===== src/rtl/bus_dev_endpoint_if.sv =====
// Device-endpoint bundle: host-side TX write / RX read plus bus-side pndng/pop and push.
// The slave modport is the endpoint; the master modport is whoever drives it.
interface bus_dev_endpoint_if #(
   parameter int pckg_sz = 16,
   parameter int depth   = 8
);
   localparam int CW = $clog2(depth + 1);

   logic               wr_en;
   logic [pckg_sz-1:0] wr_data;
   logic               tx_full;
   logic [CW-1:0]      tx_count;
   logic               pndng;
   logic               pop;
   logic [pckg_sz-1:0] D_pop;
   logic               push;
   logic [pckg_sz-1:0] D_push;
   logic               rx_valid;
   logic [pckg_sz-1:0] rx_data;
   logic               rx_ready;
   logic [CW-1:0]      rx_count;
   logic [3:0]         err_flags;

   modport slave (
      input  wr_en, wr_data, pop, push, D_push, rx_ready,
      output tx_full, tx_count, pndng, D_pop, rx_valid, rx_data, rx_count, err_flags
   );

   modport master (
      output wr_en, wr_data, pop, push, D_push, rx_ready,
      input  tx_full, tx_count, pndng, D_pop, rx_valid, rx_data, rx_count, err_flags
   );
endinterface


===== src/rtl/bus_dev_endpoint.sv =====
// Bus device endpoint: show-ahead TX FIFO drained by the bus, show-ahead RX FIFO
// filled by bus pushes addressed to dev_id or broadcast, and sticky error flags.
module bus_dev_endpoint #(
   parameter int         pckg_sz = 16,
   parameter int         depth   = 8,
   parameter logic [7:0] dev_id  = 8'd0
) (
   input  logic              clk,
   input  logic              reset,
   bus_dev_endpoint_if.slave bus
);
   localparam int            CW       = $clog2(depth + 1);
   localparam int            AW       = $clog2(depth);
   localparam logic [CW-1:0] FULL_CNT = CW'(depth);

   logic [pckg_sz-1:0] tx_mem [depth];
   logic [pckg_sz-1:0] rx_mem [depth];

   logic [AW-1:0] tx_wr_q, tx_wr_d, tx_rd_q, tx_rd_d;
   logic [AW-1:0] rx_wr_q, rx_wr_d, rx_rd_q, rx_rd_d;
   logic [CW-1:0] tx_cnt_q, tx_cnt_d, rx_cnt_q, rx_cnt_d;
   logic [3:0]    err_q, err_d;

   logic       tx_empty, tx_full, tx_push, tx_pop;
   logic       rx_empty, rx_full, rx_push, rx_pop, rx_match;
   logic [7:0] rx_dst;

   always_comb begin
      tx_empty = (tx_cnt_q == '0);
      tx_full  = (tx_cnt_q == FULL_CNT);
      rx_empty = (rx_cnt_q == '0);
      rx_full  = (rx_cnt_q == FULL_CNT);
      rx_dst   = bus.D_push[pckg_sz-1 -: 8];
      rx_match = (rx_dst == dev_id) || (rx_dst == 8'hFF);

      // A same-cycle dequeue frees the slot, so a full FIFO can still accept.
      tx_pop  = bus.pop && !tx_empty;
      tx_push = bus.wr_en && (!tx_full || tx_pop);
      rx_pop  = bus.rx_ready && !rx_empty;
      rx_push = bus.push && rx_match && (!rx_full || rx_pop);

      tx_wr_d  = tx_push ? tx_wr_q + AW'(1) : tx_wr_q;
      tx_rd_d  = tx_pop  ? tx_rd_q + AW'(1) : tx_rd_q;
      rx_wr_d  = rx_push ? rx_wr_q + AW'(1) : rx_wr_q;
      rx_rd_d  = rx_pop  ? rx_rd_q + AW'(1) : rx_rd_q;

      tx_cnt_d = tx_cnt_q;
      case ({tx_push, tx_pop})
         2'b10:   tx_cnt_d = tx_cnt_q + CW'(1);
         2'b01:   tx_cnt_d = tx_cnt_q - CW'(1);
         default: tx_cnt_d = tx_cnt_q;
      endcase

      rx_cnt_d = rx_cnt_q;
      case ({rx_push, rx_pop})
         2'b10:   rx_cnt_d = rx_cnt_q + CW'(1);
         2'b01:   rx_cnt_d = rx_cnt_q - CW'(1);
         default: rx_cnt_d = rx_cnt_q;
      endcase

      err_d = err_q | {bus.push && !rx_match,
                       bus.push && rx_match && rx_full && !rx_pop,
                       bus.pop && tx_empty,
                       bus.wr_en && tx_full && !tx_pop};
   end

   always_ff @(posedge clk or negedge reset) begin
      if (!reset) begin
         tx_wr_q  <= '0;
         tx_rd_q  <= '0;
         rx_wr_q  <= '0;
         rx_rd_q  <= '0;
         tx_cnt_q <= '0;
         rx_cnt_q <= '0;
         err_q    <= '0;
      end else begin
         tx_wr_q  <= tx_wr_d;
         tx_rd_q  <= tx_rd_d;
         rx_wr_q  <= rx_wr_d;
         rx_rd_q  <= rx_rd_d;
         tx_cnt_q <= tx_cnt_d;
         rx_cnt_q <= rx_cnt_d;
         err_q    <= err_d;
      end
   end

   // Storage is unreset; empty FIFOs mask their head to zero instead.
   always_ff @(posedge clk) begin
      if (tx_push) tx_mem[tx_wr_q] <= bus.wr_data;
      if (rx_push) rx_mem[rx_wr_q] <= bus.D_push;
   end

   assign bus.tx_full   = tx_full;
   assign bus.tx_count  = tx_cnt_q;
   assign bus.pndng     = !tx_empty;
   assign bus.D_pop     = tx_empty ? '0 : tx_mem[tx_rd_q];
   assign bus.rx_valid  = !rx_empty;
   assign bus.rx_data   = rx_empty ? '0 : rx_mem[rx_rd_q];
   assign bus.rx_count  = rx_cnt_q;
   assign bus.err_flags = err_q;
endmodule

===== src/flat_wrapper.sv =====
// flat-port wrapper written by rule: the top's interface ports become plain ports
module bus_dev_endpoint_flat 
#(
   parameter int         pckg_sz = 16,
   parameter int         depth   = 8,
   parameter logic [7:0] dev_id  = 8'd0
)
  (clk, reset, bus_wr_en, bus_wr_data, bus_pop, bus_push, bus_D_push, bus_rx_ready, bus_tx_full, bus_tx_count, bus_pndng, bus_D_pop, bus_rx_valid, bus_rx_data, bus_rx_count, bus_err_flags);
  bus_dev_endpoint_if #(.pckg_sz(pckg_sz), .depth(depth)) bus_i ();
  input  logic clk;
  input  logic reset;
  input wire logic [$bits(bus_i.wr_en)-1:0] bus_wr_en;
  input wire logic [$bits(bus_i.wr_data)-1:0] bus_wr_data;
  input wire logic [$bits(bus_i.pop)-1:0] bus_pop;
  input wire logic [$bits(bus_i.push)-1:0] bus_push;
  input wire logic [$bits(bus_i.D_push)-1:0] bus_D_push;
  input wire logic [$bits(bus_i.rx_ready)-1:0] bus_rx_ready;
  output wire logic [$bits(bus_i.tx_full)-1:0] bus_tx_full;
  output wire logic [$bits(bus_i.tx_count)-1:0] bus_tx_count;
  output wire logic [$bits(bus_i.pndng)-1:0] bus_pndng;
  output wire logic [$bits(bus_i.D_pop)-1:0] bus_D_pop;
  output wire logic [$bits(bus_i.rx_valid)-1:0] bus_rx_valid;
  output wire logic [$bits(bus_i.rx_data)-1:0] bus_rx_data;
  output wire logic [$bits(bus_i.rx_count)-1:0] bus_rx_count;
  output wire logic [$bits(bus_i.err_flags)-1:0] bus_err_flags;
  assign bus_i.wr_en = bus_wr_en;
  assign bus_i.wr_data = bus_wr_data;
  assign bus_i.pop = bus_pop;
  assign bus_i.push = bus_push;
  assign bus_i.D_push = bus_D_push;
  assign bus_i.rx_ready = bus_rx_ready;
  assign bus_tx_full = bus_i.tx_full;
  assign bus_tx_count = bus_i.tx_count;
  assign bus_pndng = bus_i.pndng;
  assign bus_D_pop = bus_i.D_pop;
  assign bus_rx_valid = bus_i.rx_valid;
  assign bus_rx_data = bus_i.rx_data;
  assign bus_rx_count = bus_i.rx_count;
  assign bus_err_flags = bus_i.err_flags;
  bus_dev_endpoint #(.pckg_sz(pckg_sz), .depth(depth), .dev_id(dev_id)) u_core (.clk(clk), .reset(reset), .bus(bus_i));
endmodule

===== config.mk =====
export PLATFORM = sky130hd
export DESIGN_NAME = bus_dev_endpoint_flat
export DESIGN_NICKNAME = d
export VERILOG_FILES = /design/src/rtl/bus_dev_endpoint_if.sv /design/src/rtl/bus_dev_endpoint.sv /design/src/flat_wrapper.sv
export SDC_FILE = /design/constraint.sdc
export NUM_CORES = 1
export LEC_CHECK = 0
export CORE_MARGIN = 10
export CORE_UTILIZATION = 52
export DETAILED_ROUTE_END_ITERATION = 7
export PLACE_DENSITY = 0.8
export SLEW_MARGIN = 15
export SYNTH_ARGS = -nofsm -noshare
export SYNTH_HDL_FRONTEND = slang
export SYNTH_SLANG_ARGS = --single-unit

===== constraint.sdc =====
create_clock -name clk -period 3.35 [get_ports clk]
set_clock_uncertainty 0.05 [all_clocks]
set_input_delay 0.67 -clock clk [delete_from_list [all_inputs] [get_ports clk]]
set_output_delay 0.67 -clock clk [all_outputs]
set_load 0.005 [all_outputs]

; Word level (Yosys, flattened, before mapping)
; Memory sizes are Yosys's and may differ from the RTL's.
; Cells that the tools add are included.
; Widths: inputs -> output; s select.
[totals]
register_bits = 24
latch_bits = 0
ram_bits = 256
romBits = 0
output_inout_bits = 47
word_cells = 59
memories = 2
[classes]
n_addsub = 8
mul = 0
div_mod_pow = 0
order_cmp = 0
eq_ne = 7
n_shift = 0
muxes = 8
bitwise = 1
n_reduce_logical = 26
[mem_list]
columns = memory, words, word_bits, rd, rd_clocked_by_memory_dff, write_ports, line_no
row1 = u_core.rx_mem, 8, 16, 1, 0, 1, bus_dev_endpoint.sv:17  ; logic [pckg_sz-1:0] rx_mem [depth];
row2 = u_core.tx_mem, 8, 16, 1, 0, 1, bus_dev_endpoint.sv:16  ; logic [pckg_sz-1:0] tx_mem [depth];
[op_table]
columns = cell, count
row1 = $mux 16, 2
row2 = $pmux 4 s2, 2
row3 = $add 3x1->3 const B, 4
row4 = $logic_and 1x1->1, 11
row5 = $add 4x1->4 const B, 2
row6 = $eq 4x4->1 const B, 2
row7 = $eq 8x8->1 const B, 1
row8 = $logic_not 4->1, 2
row9 = $logic_not 8->1, 1
row10 = $sub 4x1->4 const B, 2
row11 = $logic_not 1->1, 7
row12 = $eq 2x1->1 const B, 2
row13 = $eq 2x2->1 const B, 2
row14 = $mux 1, 4
row15 = $or 4x4->4, 1
row16 = $reduce_bool 2->1, 2
row17 = $logic_or 1x1->1, 3

; Logic depth before layout (Yosys ltp)
[logic_depth]
depth_word = 7
ltp_mapped = 12

; Worst setup path before layout
; OpenSTA, ideal clock, no wires.
[synth_path]
kind = input to register
from = input bus_D_push[11]
to = memory u_core.rx_mem[4][0], enable pin
setup_time_ps = 430
t_arrival_ps = 3218
t_required_ps = 2870
path_slack_ps = -348
path_stages = 5
n_path_buf = 1
path_cell_list = or4_1 nor2_4 o211ai_2 buf_4 nor4_1
[synth_between]
elab_chain_cells = 6
[synth_lines]
columns = element, line_no
row1 = "start, declared", flat_wrapper.sv:16  ; input wire logic [$bits(bus_i.D_push)-1:0] bus_D_push;
row2 = $eq 8x8->1 / $logic_not 8->1 (equally long branches), bus_dev_endpoint.sv:34  ; rx_match = (rx_dst == dev_id) || (rx_dst == 8'hFF);
row3 = $logic_or 1x1->1 (*), bus_dev_endpoint.sv:34
row4 = $logic_and 1x1->1 (*) (2 in series), bus_dev_endpoint.sv:40  ; rx_push = bus.push && rx_match && (!rx_full || rx_pop);
row5 = $mux 1 (*), bus_dev_endpoint.sv:90  ; if (rx_push) rx_mem[rx_wr_q] <= bus.D_push;
row6 = $mux 1 (implied by the code) (*), bus_dev_endpoint.sv:90
row7 = "end, declared", bus_dev_endpoint.sv:17
; Every way passes the cells marked *; elsewhere a longest branch is shown, timed or not.

; Worst setup path in the final report
[layout_path]
from = register u_core.tx_rd_q[0]
to = output bus_D_pop[1]
[layout_between]
elab_chain_cells = 2
[layout_lines]
columns = element, line_no
row1 = "start, declared", bus_dev_endpoint.sv:19  ; logic [AW-1:0] tx_wr_q, tx_wr_d, tx_rd_q, tx_rd_d;
row2 = "start signal, assigned", bus_dev_endpoint.sv:78  ; tx_rd_q <= tx_rd_d;
row3 = $mem_v2 8x16, --
row4 = $mux 16, bus_dev_endpoint.sv:96  ; assign bus.D_pop = tx_empty ? '0 : tx_mem[tx_rd_q];
row5 = "end, declared", flat_wrapper.sv:21  ; output wire logic [$bits(bus_i.D_pop)-1:0] bus_D_pop;
; Every way passes these cells.

==> flow_metrics.tcl <==
set metrics [dict create \
    yosysUniqueCellTypes 45 \
    syn_area_per_cell_um2 20.4 \
    via_per_inst 5.69 \
    clk-insertion-delay-late_ps 530 \
    worstReg2RegStart "u_core.bus.tx_count[1]$_DFFE_PN0P_" \
    finalSetupViolCount 0 \
    r2r_slack_ps 450 \
    period_minus_slack_ps 3230 \
    crit_path_end "bus_D_pop[1]" \
    status "finished clean" \
    path_clk_slew_ps 60 \
    peakVddDrop_mv 0.553 \
    wl_per_cell_um 22.8 \
    cp_slowest_stage_delay_ps 530 \
    maxCapViolations 0 \
    hold_slack_ps 409 \
    postSynthRegisterBits 280 \
    tightest_slew_ps 443 \
    crit_slowest_cell "mux4_2" \
    async_flop_share_pct 8.57 \
    htree_levels 1 \
    synth_top_area_share_pct 69.1 \
    dpl.hpwl_mm 13.8 \
    drv_slew 0 \
    syn_area_um2 11100 \
    syn_nets 593 \
    fill_cells 1339 \
    final-instance-count-excl-fill 972 \
    remaining_drc_errors 0 \
    track_usage_pct 15.9 \
    layout-drive-gt1-share_pct 25.0 \
    rows 53 \
    cp.arrival_ps 2510 \
    vias 5529 \
    grt_pass1_wl_mm 35.2 \
    final_hold_viol_count 0 \
    die-area_um2 27700 \
    seq_area_frac_synth_pct 74.5 \
    critPathKind "flop to output port" \
    numCtsBuffers 28 \
    power_density_nw_per_um2 819 \
    nets 723 \
    critPathRequiredTime_ps 2630 \
    r2r-end "u_core.bus.tx_count[2]$_DFFE_PN0P_" \
    multi_input_area_um2 2760 \
    crit_fanout 21 \
    critPathCaptureType "output port" \
    post-route-period-util_pct 96.3 \
    slew_headroom_pct 69.7 \
    cp-start-kind "flop" \
    fin_area_um2 13600 \
    die_h_um 166 \
    worstSetupStartpoint "u_core.tx_rd_q[0]$_DFFE_PN0P_" \
    coreArea_um2 21000 \
    hp-class "flop to flop" \
    wl_mm 22.1 \
    ys.flop_type "edfxtp_1" \
    io_pins 85 \
    drt_iter0_drc 378 \
    syn_inst 545 \
    dpl_cell_area_um2 12700 \
    cts_root_buf "clkbuf_16" \
    setup_ws_ps 124 \
    clock-sinks 280 \
    gp_congestion 0.736 \
    grt_max_degree 35 \
    io_buffers 84 \
    first_pass_iters 4 \
    synthToLayoutAreaGrowth_pct 22.4 \
    synth_area_leaders "edfxtp_1 69%, mux4_2 13%, dfrtp_1 5.4%" \
    cts_buffer_depth 3 \
    grt-ovfl-total 0 \
    grt_pass1_vias 6086 \
    chipWidth_um 166 \
    dp_cells 917 \
    crit_chain "buf_12 > mux4_2 > mux2i_1 > nor2_1 > clkdlybuf4s50_1" \
    start_util_pct 52.9 \
    yosysWarnings 0 \
    cts_tree "built" \
    ant_nets 0 \
    seqCellArea_um2 8290 \
    p_leak_uw 0.00459 \
    fin_total_pwr_uw 11200 \
    ff2ff_path_depth 10 \
    max_freq_mhz 310 \
    synth-edff-count 256 \
    grt_setup_unrepaired "false" \
    antenna_found_initial 0 \
    yosysTopAreaCell "edfxtp_1" \
    diodes 0 \
    dp_slack_ps -81.1 \
]
[Yosys cell counts, types with 3 or more instances]
| library cell | number |
|---|---|
| a21o_1 | 3 |
| a21oi_1 | 3 |
| buf_1 | 4 |
| buf_2 | 10 |
| clkbuf_1 | 10 |
| dfrtp_1 | 24 |
| edfxtp_1 | 256 |
| ha_1 | 10 |
| inv_1 | 4 |
| inv_2 | 3 |
| mux2i_1 | 32 |
| mux4_2 | 64 |
| nand2_1 | 11 |
| nand2b_1 | 4 |
| nor2_1 | 41 |
| nor3_1 | 8 |
| nor4_1 | 6 |
| xnor2_1 | 10 |
| xor2_1 | 8 |
[layout by cell type, fill, tap and decap left out, drive strengths merged, types with 2 or more instances in the layout]
master           n
a21o             3
a21oi            3
buf             43
bufinv           3
clkbuf          37
clkdlybuf4s50   84
clkinv          10
dfrtp           24
edfxtp         256
ha              10
inv              9
mux2             5
mux2i           32
mux4            64
nand2           11
nand2b           4
nand3            2
nand4            2
nor2            42
nor3             8
nor4             8
nor4b            3
o21ai            3
or4              2
xnor2           10
xor2             8
[worst min-delay path by stage]
stage	from	end	slack [ps]	cells after the start
floorplan	reset	u_core.bus.err_flags[0]$_DFF_PN0_	320	0
global placement	u_core.bus.err_flags[0]$_DFF_PN0_	u_core.bus.err_flags[0]$_DFF_PN0_	390	1
detailed placement	u_core.bus.err_flags[0]$_DFF_PN0_	u_core.bus.err_flags[0]$_DFF_PN0_	400	1
CTS	u_core.bus.err_flags[0]$_DFF_PN0_	u_core.bus.err_flags[0]$_DFF_PN0_	410	1
global route	u_core.bus.err_flags[3]$_DFF_PN0_	u_core.bus.err_flags[3]$_DFF_PN0_	430	1
finish	u_core.bus.err_flags[0]$_DFF_PN0_	u_core.bus.err_flags[0]$_DFF_PN0_	410	1
[power by group]
part           switching (uW)  internal [uW]  total [uW]  leakage, uW
registers                 276           4180        4460      0.00259
clock network            1230           1840        3060     0.000452
logic                    1570           2060        3630      0.00154
[worst max-delay path: cells and delay by family, from the launching register on]
kind | cells | cell delay (ps)
AND/OR/NAND/NOR | 1 | 80
multiplexers | 2 | 720
buffers and inverters | 2 | 700
flip-flops | 1 | 460
[per-layer routing]
metal	vias to the layer above	global-route usage, %	part of all wire (%)
li1	2458	-	-
met1	2889	19.1	38
met2	154	28.6	54
met3	28	3.38	6.5
met4	0	3.74	1.6
met5	-	0	0
[cell families (layout without fill, tap and decap cells)]
| logic type | count (synthesis) | after routing | share of synthesized area (%) |
|---|---|---|---|
| AOI/OAI and AO/OA | 15 | 15 | 0.911 |
| xor gates and xnor gates | 18 | 18 | 1.42 |
| adders and majority gates | 10 | 10 | 1.12 |
| buffers and inverters | 34 | 186 | 1.43 |
| DFF | 280 | 280 | 74.5 |
| muxes | 101 | 101 | 16.4 |
| and+or+nand+nor | 87 | 87 | 4.27 |
[metrics by stage]
step,TNS [ps],utilization [%]
after global placement,0,60.3
after global routing,0,64.8
after floorplan,-22280,-
after detailed placement,-154,60.3
after CTS,0,64.8
final,0,64.8
[area by class of cell]
| class | instances | share of cell area [%] |
|---|---|---|
| timing repair buffer | 127 | 9.40 |
| inverter | 7 | 0.193 |
| clock buffer | 37 | 5.62 |
| sequential | 280 | 60.9 |
| multi-input combinational | 231 | 20.3 |
| clock inverter | 15 | 1.11 |
| tap | 275 | 2.53 |
[sequential cells by signal, summed over array words and instances (netlist names)]
name	cells
u_core.rx_mem	128
u_core.tx_mem	128
u_core.bus.err_flags	4
u_core.bus.rx_count	4
u_core.bus.tx_count	4
u_core.rx_rd_q	3
u_core.rx_wr_q	3
u_core.tx_rd_q	3
u_core.tx_wr_q	3
[timing repair]
item / in CTS / in global routing
endpoints found under the setup margin: 7 / 1
gates resized for setup: 1 / 1
hold buffers: 0 / 0
cloned: 0 / 0
buffers inserted: 3 / 0
No activity file was read; power rests on OpenSTA's default activity.
